### src/rtl/dds_channel_scheduler_if.sv
// Config, LUT and sample bundle for the shared-LUT DDS scheduler.
// master: requester/LUT side, slave: scheduler side.
interface dds_channel_scheduler_if #(
  parameter int NUM_CH  = 4,
  parameter int PHASE_W = 32
);
  localparam int CH_W = $clog2(NUM_CH);

  logic               cfg_valid;
  logic               cfg_ready;
  logic [CH_W-1:0]    cfg_ch;
  logic [PHASE_W-1:0] cfg_ftw;
  logic [PHASE_W-1:0] cfg_offset;
  logic               cfg_clr;
  logic [10:0]        lut_addr;
  logic [16:0]        lut_value;
  logic               sample_valid;
  logic [CH_W-1:0]    sample_ch;
  logic [16:0]        sample_data;
  logic               frame_done;

  modport master (
    output cfg_valid, cfg_ch, cfg_ftw,
    output cfg_offset, cfg_clr, lut_value,
    input  cfg_ready, lut_addr, sample_valid,
    input  sample_ch, sample_data, frame_done
  );

  modport slave (
    input  cfg_valid, cfg_ch, cfg_ftw,
    input  cfg_offset, cfg_clr, lut_value,
    output cfg_ready, lut_addr, sample_valid,
    output sample_ch, sample_data, frame_done
  );
endinterface

### src/rtl/dds_channel_scheduler.sv
// Round-robin DDS channel scheduler sharing one pipelined sine LUT.
// Each issue tags its channel; the tag re-joins the LUT output.
module dds_channel_scheduler #(
  parameter int NUM_CH      = 4,
  parameter int PHASE_W     = 32,
  parameter int LUT_LATENCY = 3
) (
  input  logic clk,
  input  logic rst_n,
  input  logic enable,
  output logic busy,
  dds_channel_scheduler_if.slave bus
);
  localparam int CH_W  = $clog2(NUM_CH);
  localparam int CNT_W = $clog2(LUT_LATENCY + 1);
  localparam logic [CH_W-1:0] LAST_CH =
    CH_W'(NUM_CH - 1);
  localparam logic [CNT_W-1:0] LAST_CNT =
    CNT_W'(LUT_LATENCY - 1);

  typedef enum logic [1:0] {
    IDLE, RUN, DRAIN
  } state_e;

  state_e             state_q, state_d;
  logic [CH_W-1:0]    slot_q, slot_d;
  logic [CNT_W-1:0]   dcnt_q, dcnt_d;
  logic               issue;
  logic               last_slot;
  logic               cfg_fire;
  logic [PHASE_W-1:0] phase;

  logic [PHASE_W-1:0] acc_q [NUM_CH];
  logic [PHASE_W-1:0] ftw_q [NUM_CH];
  logic [PHASE_W-1:0] off_q [NUM_CH];

  logic [10:0]        lut_addr_q;
  logic [LUT_LATENCY:0] tag_vld_q;
  logic [CH_W-1:0]    tag_ch_q [LUT_LATENCY+1];
  logic               smp_vld_q;
  logic [CH_W-1:0]    smp_ch_q;
  logic [16:0]        smp_data_q;

  assign last_slot = (state_q == RUN) &&
                     (slot_q == LAST_CH);
  assign bus.cfg_ready = (state_q != RUN) ||
                         last_slot;
  assign cfg_fire = bus.cfg_valid && bus.cfg_ready;
  assign phase = acc_q[slot_q] + off_q[slot_q];

  always_comb begin
    state_d = state_q;
    slot_d  = slot_q;
    dcnt_d  = dcnt_q;
    issue   = 1'b0;
    unique case (state_q)
      IDLE: begin
        if (enable) begin
          state_d = RUN;
          slot_d  = '0;
        end
      end
      RUN: begin
        issue  = 1'b1;
        slot_d = slot_q + CH_W'(1);
        if (last_slot && !enable) begin
          state_d = DRAIN;
          dcnt_d  = '0;
        end
      end
      DRAIN: begin
        if (dcnt_q == LAST_CNT) state_d = IDLE;
        else dcnt_d = dcnt_q + CNT_W'(1);
      end
      default: state_d = IDLE;
    endcase
  end

  always_ff @(posedge clk or negedge rst_n) begin
    if (!rst_n) begin
      state_q    <= IDLE;
      slot_q     <= '0;
      dcnt_q     <= '0;
      lut_addr_q <= '0;
      tag_vld_q  <= '0;
      smp_vld_q  <= 1'b0;
      smp_ch_q   <= '0;
      smp_data_q <= '0;
      for (int i = 0; i < NUM_CH; i++) begin
        acc_q[i] <= '0;
        ftw_q[i] <= '0;
        off_q[i] <= '0;
      end
      for (int i = 0; i <= LUT_LATENCY; i++)
        tag_ch_q[i] <= '0;
    end else begin
      state_q <= state_d;
      slot_q  <= slot_d;
      dcnt_q  <= dcnt_d;
      if (issue) begin
        acc_q[slot_q] <= acc_q[slot_q] +
                         ftw_q[slot_q];
        lut_addr_q <= phase[PHASE_W-1 -: 11];
      end
      // Later write wins: clear overrides the accumulate
      if (cfg_fire) begin
        ftw_q[bus.cfg_ch] <= bus.cfg_ftw;
        off_q[bus.cfg_ch] <= bus.cfg_offset;
        if (bus.cfg_clr)
          acc_q[bus.cfg_ch] <= '0;
      end
      tag_vld_q <= {tag_vld_q[LUT_LATENCY-1:0],
                    issue};
      tag_ch_q[0] <= slot_q;
      for (int i = 1; i <= LUT_LATENCY; i++)
        tag_ch_q[i] <= tag_ch_q[i-1];
      smp_vld_q <= tag_vld_q[LUT_LATENCY];
      if (tag_vld_q[LUT_LATENCY]) begin
        smp_data_q <= bus.lut_value;
        smp_ch_q   <= tag_ch_q[LUT_LATENCY];
      end
    end
  end

  assign bus.lut_addr     = lut_addr_q;
  assign bus.sample_valid = smp_vld_q;
  assign bus.sample_ch    = smp_ch_q;
  assign bus.sample_data  = smp_data_q;
  assign bus.frame_done   = smp_vld_q &&
                            (smp_ch_q == LAST_CH);
  assign busy = (state_q != IDLE);
endmodule

### src/flat_wrapper.sv
// flat-port wrapper written by rule: the top's interface ports become plain ports
module dds_channel_scheduler_flat 
#(
  parameter int NUM_CH      = 4,
  parameter int PHASE_W     = 32,
  parameter int LUT_LATENCY = 3
)
  (clk, rst_n, enable, busy, bus_cfg_valid, bus_cfg_ch, bus_cfg_ftw, bus_cfg_offset, bus_cfg_clr, bus_lut_value, bus_cfg_ready, bus_lut_addr, bus_sample_valid, bus_sample_ch, bus_sample_data, bus_frame_done);
  dds_channel_scheduler_if #(.NUM_CH(NUM_CH), .PHASE_W(PHASE_W)) bus_i ();
  input  logic clk;
  input  logic rst_n;
  input  logic enable;
  output logic busy;
  input wire logic [$bits(bus_i.cfg_valid)-1:0] bus_cfg_valid;
  input wire logic [$bits(bus_i.cfg_ch)-1:0] bus_cfg_ch;
  input wire logic [$bits(bus_i.cfg_ftw)-1:0] bus_cfg_ftw;
  input wire logic [$bits(bus_i.cfg_offset)-1:0] bus_cfg_offset;
  input wire logic [$bits(bus_i.cfg_clr)-1:0] bus_cfg_clr;
  input wire logic [$bits(bus_i.lut_value)-1:0] bus_lut_value;
  output wire logic [$bits(bus_i.cfg_ready)-1:0] bus_cfg_ready;
  output wire logic [$bits(bus_i.lut_addr)-1:0] bus_lut_addr;
  output wire logic [$bits(bus_i.sample_valid)-1:0] bus_sample_valid;
  output wire logic [$bits(bus_i.sample_ch)-1:0] bus_sample_ch;
  output wire logic [$bits(bus_i.sample_data)-1:0] bus_sample_data;
  output wire logic [$bits(bus_i.frame_done)-1:0] bus_frame_done;
  assign bus_i.cfg_valid = bus_cfg_valid;
  assign bus_i.cfg_ch = bus_cfg_ch;
  assign bus_i.cfg_ftw = bus_cfg_ftw;
  assign bus_i.cfg_offset = bus_cfg_offset;
  assign bus_i.cfg_clr = bus_cfg_clr;
  assign bus_i.lut_value = bus_lut_value;
  assign bus_cfg_ready = bus_i.cfg_ready;
  assign bus_lut_addr = bus_i.lut_addr;
  assign bus_sample_valid = bus_i.sample_valid;
  assign bus_sample_ch = bus_i.sample_ch;
  assign bus_sample_data = bus_i.sample_data;
  assign bus_frame_done = bus_i.frame_done;
  dds_channel_scheduler #(.NUM_CH(NUM_CH), .PHASE_W(PHASE_W), .LUT_LATENCY(LUT_LATENCY)) u_core (.clk(clk), .rst_n(rst_n), .enable(enable), .busy(busy), .bus(bus_i));
endmodule
### config.mk
export PLATFORM = sky130hd
export DESIGN_NAME = dds_channel_scheduler_flat
export DESIGN_NICKNAME = d
export VERILOG_FILES = /design/src/rtl/dds_channel_scheduler_if.sv /design/src/rtl/dds_channel_scheduler.sv /design/src/flat_wrapper.sv
export SDC_FILE = /design/constraint.sdc
export NUM_CORES = 1
export LEC_CHECK = 0
export CORE_ASPECT_RATIO = 0.8
export CORE_MARGIN = 2
export CORE_UTILIZATION = 35
export DETAILED_ROUTE_END_ITERATION = 8
export PLACE_DENSITY = 0.57
export REMOVE_ABC_BUFFERS = 1
export SLEW_MARGIN = 20
export SYNTH_ARGS = -nofsm -noshare
export SYNTH_HDL_FRONTEND = slang
export SYNTH_SLANG_ARGS = --single-unit
export TNS_END_PERCENT = 5
### constraint.sdc
create_clock -name clk -period 5.7 [get_ports clk]
set_input_delay 1.14 -clock clk [delete_from_list [all_inputs] [get_ports clk]]
set_output_delay 1.14 -clock clk [all_outputs]
set_load 0.005 [all_outputs]
=== Yosys cells after proc, flatten, opt, wreduce, memory -nomap -nowiden ===
Index checks and enable logic that the tools add are counted.

* Bits in registers: 433
* Latch bits: 0
* Memory bits (writable): 0
* ROM bits: 0
* Input bits: 88
* Logic and storage cells: 90
* Memories: 0

* $add $sub $neg: 4
* Multipliers: 0
* Divide/modulo/power cells: 0
* Order comparisons: 4
* Equality and inequality tests: 10
* Shift-type cells: 0
* Multiplexer cells: 29
* Bitwise operators: 4
* Reduce and logical (&&, ||, !) cells: 15

{| class="wikitable"
|+ Operator list
! operator !! count
|-
| $bwmux W128 || 3
|-
| $mux W128 || 3
|-
| $mux W32 || 8
|-
| $bmux W32 S2 || 3
|-
| $and A128 B128 Y128 || 1
|-
| $demux W32 S2 || 2
|-
| $not A128 Y128 || 1
|-
| $add A32 B32 Y32 || 2
|-
| $mux W2 || 6
|-
| $eq A2 B2 Y1 const B || 4
|-
| $pmux W2 S2 || 2
|-
| $ge A3 B3 Y1 const B || 2
|-
| $logic_and A1 B1 Y1 || 6
|-
| $lt A3 B1 Y1 const B || 2
|-
| $ne A2 B2 Y1 const B || 3
|-
| $not A2 Y3 || 2
|-
| $pmux W2 S3 || 1
|-
| $reduce_and A3 Y1 || 2
|-
| $reduce_bool A2 Y1 || 3
|-
| $add A2 B1 Y2 const B || 2
|-
| $ne A2 B1 Y1 const B || 2
|-
| $eq A2 B1 Y1 const B || 1
|-
| $logic_not A2 Y1 || 1
|-
| $reduce_and A2 Y1 || 1
|-
| other kinds (3) || 3
|}

=== Longest topological paths before layout ===
* Word-level depth: 10
* Gate-level depth with buffers: 15

=== Least setup slack after synthesis ===
No wires, ideal clock.

* Path type: flip-flop to flip-flop
* Start point: register u_core.slot_q[0]
* End point: register u_core.acc_q[95] (netlist bit)
* Setup time: 142 ps
* Arrival: 4,241 ps
* Data required time: 5,558 ps
* Path slack: 1,318 ps
* Cell stages (with the launch flop): 15
* Clock period less this slack: 4,382 ps
* Cell sequence: dfrtp_1 > buf_2 > buf_1 > buf_1 > mux4_2 > ha_1 > and2_4 > and3_4 > a2111oi_4 > nor2_2 > a2111oi_4 > nor3_1 > o21ai_1 > mux2i_1 > a211oi_1

* Cells in the longest elaborated chain, start to end: 10
* Elaborated cells between the ends (all ways): 22

{| class="wikitable"
|+ RTL lines
! what !! RTL line !! source
|-
| from (decl) || dds_channel_scheduler.sv:26 || <nowiki>logic [CH_W-1:0] slot_q, slot_d;</nowiki>
|-
| from (signal assigned) || dds_channel_scheduler.sv:98 || <nowiki>slot_q <= slot_d;</nowiki>
|-
| $not A2 Y3 (implied by the code) || dds_channel_scheduler.sv:101, dds_channel_scheduler.sv:102 ||
|-
| $bmux W32 S2 (tied with other cells) || dds_channel_scheduler.sv:101 || <nowiki>acc_q[slot_q] <= acc_q[slot_q] +</nowiki>
|-
| $mux W32 (implied by the code) (tied with other cells) || dds_channel_scheduler.sv:101 ||
|-
| $mux W32, on equally long branches || dds_channel_scheduler.sv:101, dds_channel_scheduler.sv:102 ||
|-
| $add A32 B32 Y32 / $demux W32 S2 (equally long branches) || dds_channel_scheduler.sv:101 ||
|-
| $bwmux W128 || dds_channel_scheduler.sv:101 ||
|-
| $mux W128 || dds_channel_scheduler.sv:100 || <nowiki>if (issue) begin</nowiki>
|-
| $and A128 B128 Y128 (no source line) || -- ||
|-
| $mux W128 || dds_channel_scheduler.sv:109 || <nowiki>if (bus.cfg_clr)</nowiki>
|-
| $mux W128 (*) || dds_channel_scheduler.sv:106 || <nowiki>if (cfg_fire) begin</nowiki>
|-
| to (signal, indexed assignment) || dds_channel_scheduler.sv:101 ||
|-
| to (decl) || dds_channel_scheduler.sv:33 || <nowiki>logic [PHASE_W-1:0] acc_q [NUM_CH];</nowiki>
|}

Every way passes the cells marked *; elsewhere a longest branch is shown, timed or not. The select of a mux whose other input is x is not followed.
A chain may end at the register's enable or synchronous reset.

=== Worst setup path in the final report ===
* Start point: register u_core.slot_q[0]
* End point: register u_core.acc_q[31] (netlist bit)

The elaborated chain is that of the path after synthesis.

==> results_dict.tcl <==
set metrics [dict create \
    status "finished, final reports clean" \
    async_flop_share_pct 100 \
    num_vias 14300 \
    critical_path_class "reg2reg" \
    relSlewSlack_pct 28.3 \
    worstRegToRegCells 13 \
    yosys_warnings 0 \
    place_inst 2576 \
    nets 1992 \
    post_cts_buffers 0 \
    wl_per_cell_um 20.7 \
    hold_viol_final 0 \
    initial_core_util_pct 35.2 \
    yosys_register_bits 433 \
    die_h_um 225 \
    cts.htree.levels 2 \
    cp_data_required_time_ns 6.12 \
    grt_pass1_vias 14900 \
    die_x_um 281 \
    clock.fmax_mhz 226 \
    stdcell_count 2662 \
    crit_fanout 17 \
    ctsResizeCount 0 \
    wl_mm 55.2 \
    cts_buffers 47 \
    antenna_found_initial 0 \
    drt_iter0_drc 836 \
    core_area_mm2 0.0608 \
    overflow 0 \
    synthFlopType "dfrtp_1" \
    fin_crit_sh_pct 77.6 \
    syn_avg_cell_area_um2 12.3 \
    port-buffer-count 121 \
    clock-sinks 433 \
    drt_pass1_iterations 5 \
    clockBufferDepth 3 \
    gr-usage-all-layers_pct 17.8 \
    route.detailed.drc 0 \
    grt_first_pass_wirelength_mm 87.3 \
    hold_ws_ns 0.349 \
    clkLatencyLatePin_ns 0.60 \
    syn-cell-area_mm2 0.0214 \
    dr.max_layer_used "met4" \
    cap_violations 0 \
    yosysUniqueCellTypes 63 \
    fin_tns_setup_ns 0 \
    fin_crit_ns 4.42 \
    crit_arrival_ns 4.85 \
    synth_edf_count 0 \
    routabilityCongestion 0.857 \
    hold_buffers 0 \
    setup_viol_count_final 0 \
    finClkSkew_ns 0.0171 \
    clock-root-buffer "clkbuf_16" \
    worstSetupStartpointType "register" \
    endpoint_kind "register" \
    worstHoldPathCells 0 \
    syn-instance-count 1740 \
    worstMarginPinSlew_ns 1.07 \
    finalMaxSlewViolations 0 \
    rows 81 \
    wl_met1_mm 25.9 \
    areaGrowthSynthToFinish_pct 18.2 \
    dr_wl_met3_mm 2.78 \
    dieArea_mm2 0.0632 \
    rsz0062_at_grt "no" \
    drive_above_1_share_pct 28.0 \
    diodes 0 \
    ant_nets 0 \
    clk_pin_slew_ns 0.06 \
    vias_per_cell 5.38 \
    wl_met2_mm 25.5 \
    tritoncts "built" \
    ios 122 \
    dp_hpwl_mm 35.8 \
    ys_seq_area_share_pct 50.6 \
    hold_class "reg2reg" \
    grt_max_degree 120 \
]
## Yosys cell counts (all sizes together), types with 2 or more instances
cell type	number	area share [%]
nor2b	6	0.18
clkbuf	70	1.2
or3	3	0.088
o21bai	12	0.44
a211oi	17	0.60
ha	66	3.9
a21oi	139	3.3
nor3b	15	0.53
nand4	4	0.12
o2111ai	2	0.11
nor4	2	0.058
xor2	10	0.41
mux2i	4	0.19
and2	7	0.23
mux4	96	10
or4	7	0.25
a2111oi	4	0.37
a31oi	7	0.20
inv	21	0.37
nand3	17	0.40
o21a	10	0.35
xnor2	23	0.94
o211ai	6	0.21
dfrtp	433	51
buf	32	0.63
a221oi	4	0.33
or2	3	0.088
a21o	15	0.53
mux2	275	14
nor3	31	0.72
nor2	48	0.86
nand2	257	4.5
and3	3	0.11
o31ai	10	0.40
nand2b	12	0.35
o21ai	56	1.3
## metal layers
layer  track usage, %  vias up
met5                0        -
met4             4.67        0
met3             2.78       75
met2             28.2      359
met1             25.5     7386
li1                 -     6498
## worst paths after layout
| kind | startpoint | slack (ns) | to |
|---|---|---|---|
| setup / recovery | u_core.slot_q[0] | 1.28 | u_core.acc_q[31] |
| hold / removal | u_core.tag_ch_q[7] | 0.35 | u_core.tag_ch_q[5] |
| setup reg to reg | u_core.slot_q[0] | 1.28 | u_core.acc_q[31] |
| hold reg to reg | u_core.tag_ch_q[7] | 0.35 | u_core.tag_ch_q[5] |
| max in group asynchronous | rst_n | 3.87 | u_core.off_q[62] |
| min in group asynchronous | rst_n | 0.61 | u_core.bus.sample_ch[0] |
## cell families after synthesis
logic type | synth area share [%]
adder cells (fa/ha/maj) | 3.95
AND/OR/NAND/NOR | 8.62
AO/OA/AOI/OAI | 8.51
buffers and inverters | 2.23
XOR/XNOR | 1.35
multiplexers | 24.7
flip-flops | 50.6
## sequential cells by signal (all words and copies together) (netlist names)
name,cells
u_core.bus.sample_valid,1
u_core.ftw_q,128
u_core.tag_ch_q,8
u_core.acc_q,128
u_core.tag_vld_q,4
u_core.dcnt_q,2
u_core.off_q,128
u_core.bus.sample_ch,2
u_core.slot_q,2
u_core.bus.sample_data,17
u_core.state_q,2
u_core.bus.lut_addr,11
## per-stage QoR
step	setup WS (ns)	util [%]	cell area, um2
floorplan	-5.04	-	21000
global placement	1.31	38.7	23600
detailed placement	1.27	38.7	23600
CTS	1.22	41.6	25300
global route	0.977	41.6	25300
finish	1.28	41.6	25300
## worst max-delay path, stage by stage, from the launching register on
cell	delay [ns]
dfrtp_4	0.67
buf_4	0.34
buf_4	0.27
mux4_2	0.57
ha_1	0.37
inv_1	0.08
nor2_1	0.20
nand2_1	0.10
o31ai_2	0.66
a2111oi_4	0.20
nor3_1	0.22
o21ai_1	0.12
mux2i_1	0.32
a211oi_1	0.13
## cell type report
type	instances	area, um2
Clock buffer	56	1280
Clock inverter	30	477
Fill cell	5603	35500
Inverter	21	78.8
Multi-Input combinational cell	1184	10200
Sequential cell	433	10800
Tap cell	788	986
Timing Repair Buffer	150	1500
## layout by cell type, fill, tap and decap left out, types with 14 or more instances in the layout
cell type        count
mux2_2             275
nor3_1              29
a21oi_1            137
a21o_1              15
xnor2_1             23
nor3b_1             14
clkdlybuf4s50_1    120
nor2_1              44
a211oi_1            17
dfrtp_1            431
nand2_1            253
o21ai_0             47
nand3_1             17
inv_1               20
buf_4               24
ha_1                66
mux4_2              96
clkbuf_16           47
Power is left out: the tool's default activity adds up to more than one toggle a clock period on the data nets, which glitch-free logic cannot reach.
